$ cat src/rtl/bless_inj_arb_pkg.sv
// bless_inj_arb_pkg: flit widths, control valid-bit index and shared types for the BLESS injection arbiter
package bless_inj_arb_pkg;
  localparam int CONTROL_W = 22;
  localparam int DATA_W = 128;
  localparam int VALID_BIT = 21;
  typedef logic [CONTROL_W-1:0] control_t;
  typedef logic [DATA_W-1:0] data_t;
  typedef struct packed {
    control_t c;
    data_t d;
  } flit_t;
  localparam int FLIT_W = $bits(flit_t);
  typedef enum logic {GNT_REQ, GNT_RSP} gnt_e;
endpackage

$ cat src/rtl/bless_inj_arb_if.sv
// bless_inj_arb_if: requester handshakes and router injection port of the BLESS injection arbiter
interface bless_inj_arb_if;
  import bless_inj_arb_pkg::*;
  logic req_valid;
  logic req_ready;
  control_t req_c;
  data_t req_d;
  logic rsp_valid;
  logic rsp_ready;
  control_t rsp_c;
  data_t rsp_d;
  logic port4_ready;
  control_t inj_c;
  data_t inj_d;
  logic starve;
  modport master (
    output req_valid, req_c, req_d, rsp_valid, rsp_c, rsp_d, port4_ready,
    input req_ready, rsp_ready, inj_c, inj_d, starve
  );
  modport slave (
    input req_valid, req_c, req_d, rsp_valid, rsp_c, rsp_d, port4_ready,
    output req_ready, rsp_ready, inj_c, inj_d, starve
  );
endinterface

$ cat src/rtl/bless_inj_fifo.sv
// bless_inj_fifo: per-requester flit FIFO with wrap-bit pointers
module bless_inj_fifo #(
  parameter int DEPTH = 4,
  parameter int W = 150
) (
  input  logic         clk,
  input  logic         rst,
  input  logic         push,
  input  logic         pop,
  input  logic [W-1:0] din,
  output logic         full,
  output logic         empty,
  output logic [W-1:0] head
);
  localparam int AW = $clog2(DEPTH);
  logic [AW:0] wp_q, wp_d, rp_q, rp_d;
  logic [W-1:0] mem_q [DEPTH];
  logic [W-1:0] mem_d [DEPTH];
  assign full = (wp_q[AW-1:0] == rp_q[AW-1:0]) && (wp_q[AW] != rp_q[AW]);
  assign empty = wp_q == rp_q;
  assign head = mem_q[rp_q[AW-1:0]];
  // write the pushed flit at the tail and advance both pointers independently
  always_comb begin
    mem_d = mem_q;
    if (push) mem_d[wp_q[AW-1:0]] = din;
    wp_d = wp_q + {{AW{1'b0}}, push};
    rp_d = rp_q + {{AW{1'b0}}, pop};
  end
  // pointers reset to empty; storage needs no reset since empty masks it
  always_ff @(posedge clk) begin
    if (!rst) begin
      wp_q <= '0;
      rp_q <= '0;
    end else begin
      wp_q <= wp_d;
      rp_q <= rp_d;
    end
  end
  // flit storage
  always_ff @(posedge clk) begin
    mem_q <= mem_d;
  end
endmodule

$ cat src/rtl/bless_inj_arb.sv
// bless_inj_arb: round-robin request/reply injection into BLESS router port 4; BLESS_INJ_STARVE_EN adds the starvation counter
module bless_inj_arb
  import bless_inj_arb_pkg::*;
#(
  parameter int DEPTH = 4,
  parameter int STARVE_LIMIT = 255
) (
  input logic clk,
  input logic rst,
  bless_inj_arb_if.slave bus
);
  logic req_full, req_empty, rsp_full, rsp_empty;
  logic req_push, rsp_push, req_pop, rsp_pop;
  logic pick_req, pick_rsp, stage_v, stage_free;
  flit_t req_head, rsp_head, stage_q, stage_d;
  gnt_e last_q, last_d;
  assign bus.req_ready = !req_full && rst;
  assign bus.rsp_ready = !rsp_full && rst;
  assign req_push = bus.req_valid && bus.req_ready && bus.req_c[VALID_BIT];
  assign rsp_push = bus.rsp_valid && bus.rsp_ready && bus.rsp_c[VALID_BIT];
  bless_inj_fifo #(.DEPTH(DEPTH), .W(FLIT_W)) u_req_fifo (
    .clk(clk), .rst(rst), .push(req_push), .pop(req_pop),
    .din({bus.req_c, bus.req_d}), .full(req_full), .empty(req_empty), .head(req_head)
  );
  bless_inj_fifo #(.DEPTH(DEPTH), .W(FLIT_W)) u_rsp_fifo (
    .clk(clk), .rst(rst), .push(rsp_push), .pop(rsp_pop),
    .din({bus.rsp_c, bus.rsp_d}), .full(rsp_full), .empty(rsp_empty), .head(rsp_head)
  );
  assign stage_v = stage_q.c[VALID_BIT];
  assign stage_free = !stage_v || bus.port4_ready;
  assign bus.inj_c = stage_q.c;
  assign bus.inj_d = stage_q.d;
  // pick a winner when the stage frees up; ties go to whoever was not granted last
  always_comb begin
    pick_rsp = !rsp_empty && (req_empty || last_q == GNT_REQ);
    pick_req = !req_empty && !pick_rsp;
    req_pop = stage_free && pick_req;
    rsp_pop = stage_free && pick_rsp;
    stage_d = !stage_free ? stage_q : pick_rsp ? rsp_head : pick_req ? req_head : '0;
    last_d = req_pop ? GNT_REQ : rsp_pop ? GNT_RSP : last_q;
  end
  // injection stage and last-grant pointer; reset favours request on the first tie
  always_ff @(posedge clk) begin
    if (!rst) begin
      stage_q <= '0;
      last_q <= GNT_RSP;
    end else begin
      stage_q <= stage_d;
      last_q <= last_d;
    end
  end
`ifdef BLESS_INJ_STARVE_EN
  logic [7:0] cnt_q, cnt_d;
  logic starve_q, starve_d;
  // count consecutive stalled cycles, saturating; any consumption clears it
  always_comb begin
    cnt_d = (stage_v && !bus.port4_ready) ? ((cnt_q == 8'(STARVE_LIMIT)) ? cnt_q : cnt_q + 8'd1) : 8'd0;
    starve_d = cnt_d == 8'(STARVE_LIMIT);
  end
  // starvation counter and registered flag
  always_ff @(posedge clk) begin
    if (!rst) begin
      cnt_q <= '0;
      starve_q <= 1'b0;
    end else begin
      cnt_q <= cnt_d;
      starve_q <= starve_d;
    end
  end
  assign bus.starve = starve_q;
`else
  assign bus.starve = 1'b0;
`endif
endmodule

$ cat src/flat_wrapper.sv
// flat-port wrapper written by rule: the top's interface ports become plain ports
module bless_inj_arb_flat import bless_inj_arb_pkg::*;
#(
  parameter int DEPTH = 4,
  parameter int STARVE_LIMIT = 255
)
  (clk, rst, bus_req_valid, bus_req_c, bus_req_d, bus_rsp_valid, bus_rsp_c, bus_rsp_d, bus_port4_ready, bus_req_ready, bus_rsp_ready, bus_inj_c, bus_inj_d, bus_starve);
  bless_inj_arb_if bus_i ();
  input logic clk;
  input logic rst;
  input wire logic [$bits(bus_i.req_valid)-1:0] bus_req_valid;
  input wire logic [$bits(bus_i.req_c)-1:0] bus_req_c;
  input wire logic [$bits(bus_i.req_d)-1:0] bus_req_d;
  input wire logic [$bits(bus_i.rsp_valid)-1:0] bus_rsp_valid;
  input wire logic [$bits(bus_i.rsp_c)-1:0] bus_rsp_c;
  input wire logic [$bits(bus_i.rsp_d)-1:0] bus_rsp_d;
  input wire logic [$bits(bus_i.port4_ready)-1:0] bus_port4_ready;
  output wire logic [$bits(bus_i.req_ready)-1:0] bus_req_ready;
  output wire logic [$bits(bus_i.rsp_ready)-1:0] bus_rsp_ready;
  output wire logic [$bits(bus_i.inj_c)-1:0] bus_inj_c;
  output wire logic [$bits(bus_i.inj_d)-1:0] bus_inj_d;
  output wire logic [$bits(bus_i.starve)-1:0] bus_starve;
  assign bus_i.req_valid = bus_req_valid;
  assign bus_i.req_c = bus_req_c;
  assign bus_i.req_d = bus_req_d;
  assign bus_i.rsp_valid = bus_rsp_valid;
  assign bus_i.rsp_c = bus_rsp_c;
  assign bus_i.rsp_d = bus_rsp_d;
  assign bus_i.port4_ready = bus_port4_ready;
  assign bus_req_ready = bus_i.req_ready;
  assign bus_rsp_ready = bus_i.rsp_ready;
  assign bus_inj_c = bus_i.inj_c;
  assign bus_inj_d = bus_i.inj_d;
  assign bus_starve = bus_i.starve;
  bless_inj_arb #(.DEPTH(DEPTH), .STARVE_LIMIT(STARVE_LIMIT)) u_core (.clk(clk), .rst(rst), .bus(bus_i));
endmodule
$ cat config.mk
export PLATFORM = sky130hd
export DESIGN_NAME = bless_inj_arb_flat
export DESIGN_NICKNAME = d
export VERILOG_FILES = /design/src/rtl/bless_inj_arb_pkg.sv /design/src/rtl/bless_inj_arb_if.sv /design/src/rtl/bless_inj_fifo.sv /design/src/rtl/bless_inj_arb.sv /design/src/flat_wrapper.sv
export SDC_FILE = /design/constraint.sdc
export NUM_CORES = 1
export LEC_CHECK = 0
export CAP_MARGIN = 0
export CORE_MARGIN = 5
export CORE_UTILIZATION = 30
export DETAILED_ROUTE_END_ITERATION = 7
export MAX_ROUTING_LAYER = met4
export PLACE_DENSITY = 0.49
export RECOVER_POWER = 50
export SLEW_MARGIN = 5
export SYNTH_ARGS = -nofsm -noshare
export SYNTH_HDL_FRONTEND = slang
export SYNTH_SLANG_ARGS = --single-unit
$ cat constraint.sdc
create_clock -name clk -period 47.2 [get_ports clk]
set_input_delay 9.44 -clock clk [delete_from_list [all_inputs] [get_ports clk]]
set_output_delay 9.44 -clock clk [all_outputs]
set_load 0.02 [all_outputs]
## After elaboration in Yosys (flattened, before gate mapping)

Cells that the tools add are included.

| word-level totals | value |
|---|---|
| memories kept | 0 |
| memory bits (read-only) | 0 |
| bits in latches | 0 |
| word-level logic and storage cells | 75 |
| input bits | 305 |
| RAM bits | 0 |
| register bits after elaboration | 1,363 |
| output and inout bits | 153 |

| cells by class | value |
|---|---|
| equality and inequality tests | 6 |
| bitwise operators | 5 |
| shift-type cells | 0 |
| order comparisons | 6 |
| muxes and demuxes | 16 |
| div/mod/pow operators | 0 |
| reduce and logical (&&, ||, !) cells | 23 |
| $add $sub $neg | 4 |
| $mul | 0 |

Operators with widths:

| operator | count |
|---|---|
| 600-bit bitwise mux | 2 |
| 150-bit two-way mux | 8 |
| 150-bit binary-select mux with 2-bit select | 2 |
| 150-bit demux with 2-bit select | 2 |
| 1-bit logical AND | 14 |
| 3-bit by 1-bit adder with 3-bit output | 4 |
| 3-bit >= comparator (second input constant) | 4 |
| 2-bit inverter with 3-bit output | 4 |
| 3-bit == test | 2 |
| 1-bit zero test | 6 |
| 3-bit by 1-bit less-than comparator with 1-bit output (second input constant) | 2 |
| 2-bit == test | 2 |
| 1-bit logical OR | 2 |
| 1-bit two-way mux | 2 |
| 1-bit inequality test | 2 |
| 2-bit nonzero test | 1 |
| 1-bit inverter | 1 |

## Depth between registers and ports, before layout

Gate-level depths: netlist (run 1).

| depth | value |
|---|---|
| depth after elaboration | 7 |
| gate-level depth with buffers | 11 |
| mapped depth without buffers | 7 |

## Hierarchy

From an unflattened synthesis (run 1), not the netlist that was laid out.

| unflattened totals | value |
|---|---|
| cell total of the unflattened synthesis | 2,143 |
| area total of the unflattened synthesis | 49,744.0 um^2 |

By module, submodules not included:

| module | cells an instance | area an instance (um^2) | instances | seq. area each (um^2) |
|---|---|---|---|---|
| bless_inj_fifo (u_core.u_req_fifo) | 812 | 21,924.8 | 1 | 18,137.4 |
| bless_inj_fifo (u_core.u_rsp_fifo) | 812 | 21,921.0 | 1 | 18,137.4 |
| bless_inj_arb | 519 | 5,898.2 | 1 | 3,022.9 |

## Worst setup path after synthesis (run 1)

No wires, ideal clock.

| timing | value |
|---|---|
| path type | input port to flip-flop |
| start | in rst |
| end | reg u_core.u_rsp_fifo.mem_q[450] (netlist bit) (enable) |
| path buffers | 1 |
| path slack | 25.146 ns |
| arrival | 21.179 ns |
| data required time | 46.325 ns |
| cell stages on the path | 4 |
| cell sequence | buf_2 > clkinv_1 > a311oi_1 > nor3b_1 |

| on the way | value |
|---|---|
| cells in the longest elaborated chain, start to end | 3 |

Ends and longest elaborated chain:

| element | RTL line | RTL |
|---|---|---|
| start: declaration | flat_wrapper.sv:10 | `input logic rst;` |
| 1-bit logical AND | bless_inj_arb.sv:18 | `assign bus.rsp_ready = !rsp_full && rst;` |
| 1-bit logical AND (2 in a row) | bless_inj_arb.sv:20 | `assign rsp_push = bus.rsp_valid && bus.rsp_ready && bus.rsp_c[VALID_BIT];` |
| end signal: assignment | bless_inj_fifo.sv:41 | `mem_q <= mem_d;` |
| end: declaration | bless_inj_fifo.sv:17 | `logic [W-1:0] mem_q [DEPTH];` |

No other way between the ends.
A chain may end at the register's enable or synchronous reset.

## Worst setup path in the final report (run 1)

| timing | value |
|---|---|
| start | in rst |
| end | out bus_req_ready |

| on the way | value |
|---|---|
| cells in the longest elaborated chain, start to end | 1 |

Ends and longest elaborated chain:

| element | RTL line | RTL |
|---|---|---|
| 1-bit logical AND | bless_inj_arb.sv:17 | `assign bus.req_ready = !req_full && rst;` |
| end: declaration | flat_wrapper.sv:18 | `output wire logic [$bits(bus_i.req_ready)-1:0] bus_req_ready;` |

No other way between the ends.

==> impl_metrics.json, run 1 <==
{
  "place_congestion": 0.758,
  "fp.coreArea_um2": 167000,
  "r2r-start": "u_core.bus.inj_c[21]",
  "fmax_ghz": 0.0492,
  "critPathSlowestCell": "clkdlybuf4s50_1",
  "layout_min_cycle_time_ns": 20.31,
  "areaGrowthSynthToFinish_pct": 24.6,
  "failed_checks": "max-capacitance violations, max-slew violations",
  "worstSetupStartpointType": "input pin",
  "io_pins": 458,
  "clockBufferDepth": 3,
  "cpPeakStageDelay_ns": 0.68,
  "hold_path.class": "flop to flop",
  "die_area_um2": 176000,
  "fin_crit_sh_pct": 43.0,
  "use_met1_pct": 19.4,
  "rsz0062_at_grt": "no",
  "firstDrtPassIters": 5,
  "hold_buffers": 0,
  "arrival_ns": 10.87,
  "tns_ns": 0,
  "cts_resized": 0,
  "cts_sinks": 1363,
  "setup_viol": 0,
  "io_buffers": 456,
  "path_clk_slew_ns": 0.06,
  "power_density_nw_per_um2": 54.0,
  "cts_tree": "done",
  "place_inst": 4982,
  "h-tree-depth": 4,
  "cp-end-kind": "output pin",
  "cts_buffers": 153,
  "cts_setup_buffers": 0,
  "gr-max-usage-layer": "met2",
  "met3_usage_pct": 2.95,
  "drive_above_1_share_pct": 19.7,
  "vdd_drop_max_v": 0.0000548,
  "fp-row-count": 150,
  "grt_max_degree": 128,
  "path_cells": "clkbuf_1, clkinv_1, a21oi_1, clkdlybuf4s50_1",
  "synth.area.top_cells": "edfxtp_1 71%, mux4_2 13%, dfxtp_1 6.5%, a31oi_1 1.6%, a21oi_1 1.3%",
  "hold_violations": 0,
  "wl_per_cell_um": 27.7,
  "stdcell_count": 5314,
  "crit_fanout": 10,
  "cts_root_buffer": "clkbuf_16",
  "dpl.hpwl_um": 87000,
  "synth.largest_area_cell": "edfxtp_1",
  "hp-start": "u_core.bus.inj_d[27]",
  "ys_ff_latch": 1363,
  "grt_pass1_vias": 28600,
  "avgSynthCellArea_um2": 20.5,
  "die_h_um": 420,
  "synth_cells": 2454,
  "start_util_pct": 30.1,
  "syn-num-nets": 2767,
  "crit_path_start": "rst",
  "vias": 26600,
  "fin_skew_ns": 0.0448,
  "synth_top_area_share_pct": 71.5,
  "ys_warn_count": 0,
  "via_per_inst": 5.00,
  "worst_pin_slew_ns": 8.69,
  "grt_pass1_wl_um": 211000,
  "nets": 3246,
  "yosysSeqAreaShare_pct": 78.0,
  "first_iter_violations": 1880,
  "yosysUniqueCellTypes": 36,
  "grt.total_usage_pct": 17.1,
  "ant_nets": 0,
  "die_x_um": 420,
  "grt_use_met2_pct": 30.1,
  "clock_latency_ns": 0.80,
  "max_cap_violations": 5,
  "fillerInstances": 15200,
  "syn_area_um2": 50400,
  "finalMaxSlewViolations": 364,
  "drc": 0,
  "outcome": "complete, but fails checks",
  "max_slew_margin_pct": -479,
  "grt_antenna_before_repair": 117,
  "leakage_nw": 19.3,
  "grt-ovfl-total": 0,
  "routed_wl_um": 147000,
  "worst-setup-path-type": "input pin to output pin",
  "critPathRequiredTime_ns": 37.76
}
kinds of logic after synthesis:
kind of cell,Yosys count,share of synthesized area [%]
AO/OA/AOI/OAI,409,4.73
other,1,0.00744
buffers and inverters,178,1.46
flip-flops,1363,78.0
multiplexers,300,13.4
AND/OR/NAND/NOR,183,1.99
adder cells (fa/ha/maj),8,0.199
XOR/XNOR,12,0.253
Yosys cell counts:
| library cell | n |
|---|---|
| nor3b_1 | 27 |
| o311a_1 | 1 |
| inv_1 | 1 |
| ha_1 | 8 |
| and3b_1 | 2 |
| buf_4 | 1 |
| nand2_1 | 3 |
| nand2b_1 | 1 |
| a21oi_1 | 127 |
| nand3_1 | 126 |
| xnor2_1 | 8 |
| nor2b_1 | 1 |
| and4_1 | 1 |
| clkbuf_1 | 120 |
| buf_1 | 2 |
| a311oi_1 | 1 |
| nor2_1 | 8 |
| o31ai_4 | 1 |
| clkinv_1 | 1 |
| buf_2 | 53 |
| and2_0 | 1 |
| a311o_1 | 1 |
| a221o_1 | 25 |
| or3_1 | 1 |
| mux4_2 | 300 |
| xor2_1 | 1 |
| edfxtp_1 | 1200 |
| dfxtp_1 | 163 |
| conb_1 | 1 |
| o311ai_4 | 1 |
| a31o_2 | 1 |
| and2_1 | 8 |
| a31oi_1 | 127 |
| o21ai_0 | 124 |
| xor2_2 | 3 |
| and3_1 | 4 |
path summary, 6_finish.rpt:
kind,cells after the start,end,slack (ns)
worst min-delay path,1,u_core.bus.inj_d[27],0.49
worst max register to register,4,u_core.bus.inj_d[56],38.98
worst max-delay path,4,bus_req_ready,26.89
worst min register to register,1,u_core.bus.inj_d[27],0.49
per-stage QoR:
| stage | power, mW | area [µm²] | util (%) | hold WS [ns] | setup slack [ns] |
|---|---|---|---|---|---|
| after global routing | 3.54 | 62800 | 37.6 | 0.500 | 26.85 |
| after floorplan | 1.88 | 50400 | - | 0.530 | 25.15 |
| after CTS | 3.45 | 62800 | 37.5 | 0.496 | 26.96 |
| after detailed placement | 2.22 | 57500 | 34.4 | 0.482 | 26.93 |
| final | 3.39 | 62800 | 37.6 | 0.491 | 26.89 |
| after global placement | 2.21 | 57500 | 34.4 | 0.469 | 26.85 |
report_power, final:
| group | leakage (nW) | internal (mW) | switching (mW) |
|---|---|---|---|
| Combinational | 4.58 | 0.320 | 0.417 |
| Sequential | 12.2 | 1.37 | 0.0608 |
| Clock | 2.55 | 0.723 | 0.496 |
metal layers:
layer  up-vias  wire [µm]
li1      11300          -
met1     14000      55700
met2       897      79000
met3       352       6670
met4         0       5770
met5         -          0
cells in the final DEF, fill, tap and decap left out, types with 2 or more instances in the layout:
| cell | Yosys | routed |
|---|---|---|
| edfxtp_1 | 1200 | 1200 |
| dlygate4sd3_1 | 0 | 317 |
| mux4_2 | 300 | 300 |
| dfxtp_1 | 163 | 159 |
| clkbuf_16 | 0 | 155 |
| clkdlybuf4s50_1 | 0 | 138 |
| a21oi_1 | 127 | 127 |
| a31oi_1 | 127 | 126 |
| nand3_1 | 126 | 125 |
| o21ai_0 | 124 | 124 |
| diode_2 | 0 | 46 |
| clkbuf_1 | 120 | 37 |
| buf_4 | 1 | 36 |
| clkinv_2 | 0 | 30 |
| nor3b_1 | 27 | 27 |
| a221o_1 | 25 | 25 |
| clkbuf_8 | 0 | 18 |
| bufinv_16 | 0 | 15 |
| clkinv_1 | 1 | 12 |
| clkinvlp_4 | 0 | 10 |
| xnor2_1 | 8 | 8 |
| ha_1 | 8 | 8 |
| nor2_1 | 8 | 6 |
| clkinv_16 | 0 | 6 |
| and2_1 | 8 | 5 |
| and2_0 | 1 | 4 |
| inv_6 | 0 | 4 |
| buf_12 | 0 | 4 |
| dfxtp_4 | 0 | 4 |
| nand2_1 | 3 | 3 |
| xor2_2 | 3 | 3 |
| and3_1 | 4 | 3 |
| clkinv_8 | 0 | 3 |
| and3b_4 | 0 | 2 |
| inv_16 | 0 | 2 |
critical path: cells and delay by family:
family / cells / cell delay (ns)
buffers and inverters: 3 / 1.12
AO/OA/AOI/OAI: 1 / 0.31
flip-flops by register name (all words and copies together) (netlist names):
name,flops
u_core.u_rsp_fifo.wp_q,3
u_core.u_rsp_fifo.mem_q,600
u_core.bus.inj_d,128
u_core.u_req_fifo.wp_q,3
u_core.u_req_fifo.rp_q,3
u_core.last_q,1
u_core.bus.inj_c,22
u_core.u_rsp_fifo.rp_q,3
u_core.u_req_fifo.mem_q,600
area by class of cell:
type / count / area (µm²) / area share (%)
flip-flops and latches: 1363 / 39300 / 62.6
multi-input cells: 913 / 10400 / 16.6
repair buffers: 500 / 4920 / 7.84
clock buffers: 205 / 4250 / 6.76
well taps: 2204 / 2760 / 4.39
clock inverters: 81 / 1020 / 1.63
diodes: 46 / 115 / 0.183
inverters: 2 / 7.51 / 0.0119
Note: power is estimated with default switching activity, not from simulation.
==> run 2, diff against run 1 <==
--- a/config.mk
+++ b/config.mk
@@ -10,7 +10,7 @@
 export CORE_UTILIZATION = 30
 export DETAILED_ROUTE_END_ITERATION = 7
 export MAX_ROUTING_LAYER = met4
-export PLACE_DENSITY = 0.49
+export PLACE_DENSITY = 0.51
 export RECOVER_POWER = 50
 export SLEW_MARGIN = 5
 export SYNTH_ARGS = -nofsm -noshare
==> constraint.sdc (replaced) <==
create_clock -name clk -period 17.23 [get_ports clk]
set_input_delay 3.446 -clock clk [delete_from_list [all_inputs] [get_ports clk]]
set_output_delay 3.446 -clock clk [all_outputs]
set_load 0.02 [all_outputs]
==> run 2 against run 1 <==
Against the previous run:
- the run still ends with max-capacitance violations, max-slew violations left
- non-clock buffer count increased by 10
- clock power increased to 2.6 times the previous value
- critical path depth increased by 1
- clock skew decreased by 0.017 ns
- global-route usage decreased by 0.61 points
- critical path type is now input pin to flop
- largest power group unchanged
- sequential share of layout area increased by 0.32 points
- via count decreased by 0.51%
- utilization decreased by 0.19 points
- worst hold slack got worse by 0.0014 ns
- first-iteration DRC count increased by 16%
- die area unchanged
==> impl_metrics.json, run 2 (synthesis gave the netlist of run 1 again) <==
{
  "outcome": "complete, but fails checks",
  "failed_checks": "max-capacitance violations, max-slew violations",
  "cts_resized": 0,
  "nets": 3252,
  "critPathRequiredTime_ns": 17.90,
  "die_x_um": 420,
  "fin_skew_ns": 0.0281,
  "finalMaxSlewViolations": 352,
  "place_congestion": 0.733,
  "die_h_um": 420,
  "fp.coreArea_um2": 167000,
  "cts_tree": "done",
  "cp-end-kind": "flop",
  "drc": 0,
  "areaGrowthSynthToFinish_pct": 24.0,
  "switchingPower_mw": 2.62,
  "via_per_inst": 4.98,
  "fin_crit_sh_pct": 63.8,
  "hold_path.class": "flop to flop",
  "p_comb_share_pct": 22.1,
  "grt.total_usage_pct": 16.5,
  "clock_latency_ns": 0.78,
  "setup_viol": 0,
  "seqCellArea_um2": 39300,
  "vdd_drop_max_v": 0.000102,
  "path_clk_slew_ns": 0.06,
  "whs_ns": 0.490,
  "grt_pass1_wl_um": 203000,
  "mostFrequentLayoutCell": "edfxtp_1",
  "grt_antenna_before_repair": 101,
  "internal-power_mw": 6.52,
  "leakage_nw": 19.1,
  "multi_input_comb_area_um2": 10500,
  "layout_common_cells": "1,200 x edfxtp_1, 301 x dlygate4sd3_1, 300 x mux4_2, 159 x dfxtp_1, 154 x clkdlybuf4s50_1",
  "cts_setup_buffers": 0,
  "layout_min_cycle_time_ns": 10.99,
  "arrival_ns": 11.66,
  "cts_root_buffer": "clkbuf_16",
  "hold_buffers": 0,
  "fillerInstances": 15300,
  "power_frac_clock_pct": 34.9,
  "crit_fanout": 125,
  "worst-setup-path-type": "input pin to flop",
  "start_util_pct": 30.1,
  "dpl.hpwl_um": 85500,
  "cts_buffers": 149,
  "fp-row-count": 150,
  "grt_max_degree": 126,
  "clockBufferDepth": 3,
  "h-tree-depth": 4,
  "vias": 26400,
  "worst_pin_slew_ns": 8.70,
  "post-place-ws_ns": 8.71,
  "hold_violations": 0,
  "max_cap_violations": 7,
  "grt-ovfl-total": 0,
  "post-route-worst-setup-slack_ns": 6.24,
  "ant_nets": 0,
  "firstDrtPassIters": 7,
  "routed_wl_um": 143000,
  "power_density_nw_per_um2": 146,
  "p_seq_share_pct": 43.0,
  "tns_ns": 0,
  "cts_sinks": 1363,
  "total_power_mw": 9.14,
  "drive_above_1_share_pct": 19.0,
  "fin_util_pct": 37.4,
  "max_slew_margin_pct": -480,
  "rsz0062_at_grt": "no",
  "switching_share_pct": 28.7,
  "fmax_ghz": 0.0910,
  "io_buffers": 456,
  "io_pins": 458,
  "die_area_um2": 176000,
  "grt_pass1_vias": 27300,
  "first_iter_violations": 2182,
  "worstSetupStartpointType": "input pin",
  "wl_per_cell_um": 27.1
}
-- run 2: layout make-up --
cell class | instances | area share [%]
Sequential cell | 1363 | 62.9
Multi-Input combinational cell | 913 | 16.7
Timing Repair Buffer | 510 | 7.94
Clock buffer | 220 | 6.78
Tap cell | 2204 | 4.41
Clock inverter | 59 | 1.12
Antenna cell | 29 | 0.116
Inverter | 2 | 0.0120
-- run 2: worst paths after layout --
| check | startpoint | endpoint | slack [ns] | depth (start not counted) |
|---|---|---|---|---|
| hold / removal | u_core.bus.inj_c[13] | u_core.bus.inj_c[13] | 0.49 | 1 |
| hold reg to reg | u_core.bus.inj_c[13] | u_core.bus.inj_c[13] | 0.49 | 1 |
| setup / recovery | bus_port4_ready | u_core.bus.inj_d[22] | 6.24 | 5 |
| setup reg to reg | u_core.bus.inj_c[21] | u_core.bus.inj_d[22] | 9.10 | 4 |
-- run 2: critical path: stages --
cell	delay, ns
dlygate4sd3_1	0.58
nor2b_4	0.11
clkbuf_1	5.96
a31oi_1	0.86
a21oi_1	0.46
-- run 2: power groups by stage --
| stage | clock (mW) | combinational (mW) | sequential [mW] |
|---|---|---|---|
| finish | 3.19 | 2.02 | 3.93 |
| global route | 3.42 | 2.16 | 3.95 |
| CTS | 3.27 | 2.07 | 3.94 |
| detailed placement | 0 | 2.06 | 4.00 |
| global placement | 0 | 2.06 | 4.01 |
| floorplan | 0 | 1.10 | 4.06 |
-- run 2: metrics by stage --
| stage | instances | instance area [µm²] |
|---|---|---|
| 3_5_place_dp | 4992 | 57600 |
| 6_report | 5300 | 62500 |
| 3_3_place_gp | 4992 | 57600 |
| 4_1_cts | 5271 | 62500 |
| 5_1_grt | 5295 | 62500 |
| 2_1_floorplan | 2454 | 50400 |
-- run 2: layer usage --
layer / share of wire (%) / GRT usage, % / vias up
li1: - / - / 11300
met3: 4.8 / 3.21 / 324
met1: 41 / 20.3 / 14000
met2: 52 / 27.9 / 864
met4: 3.0 / 4.62 / 0
met5: 0 / - / -
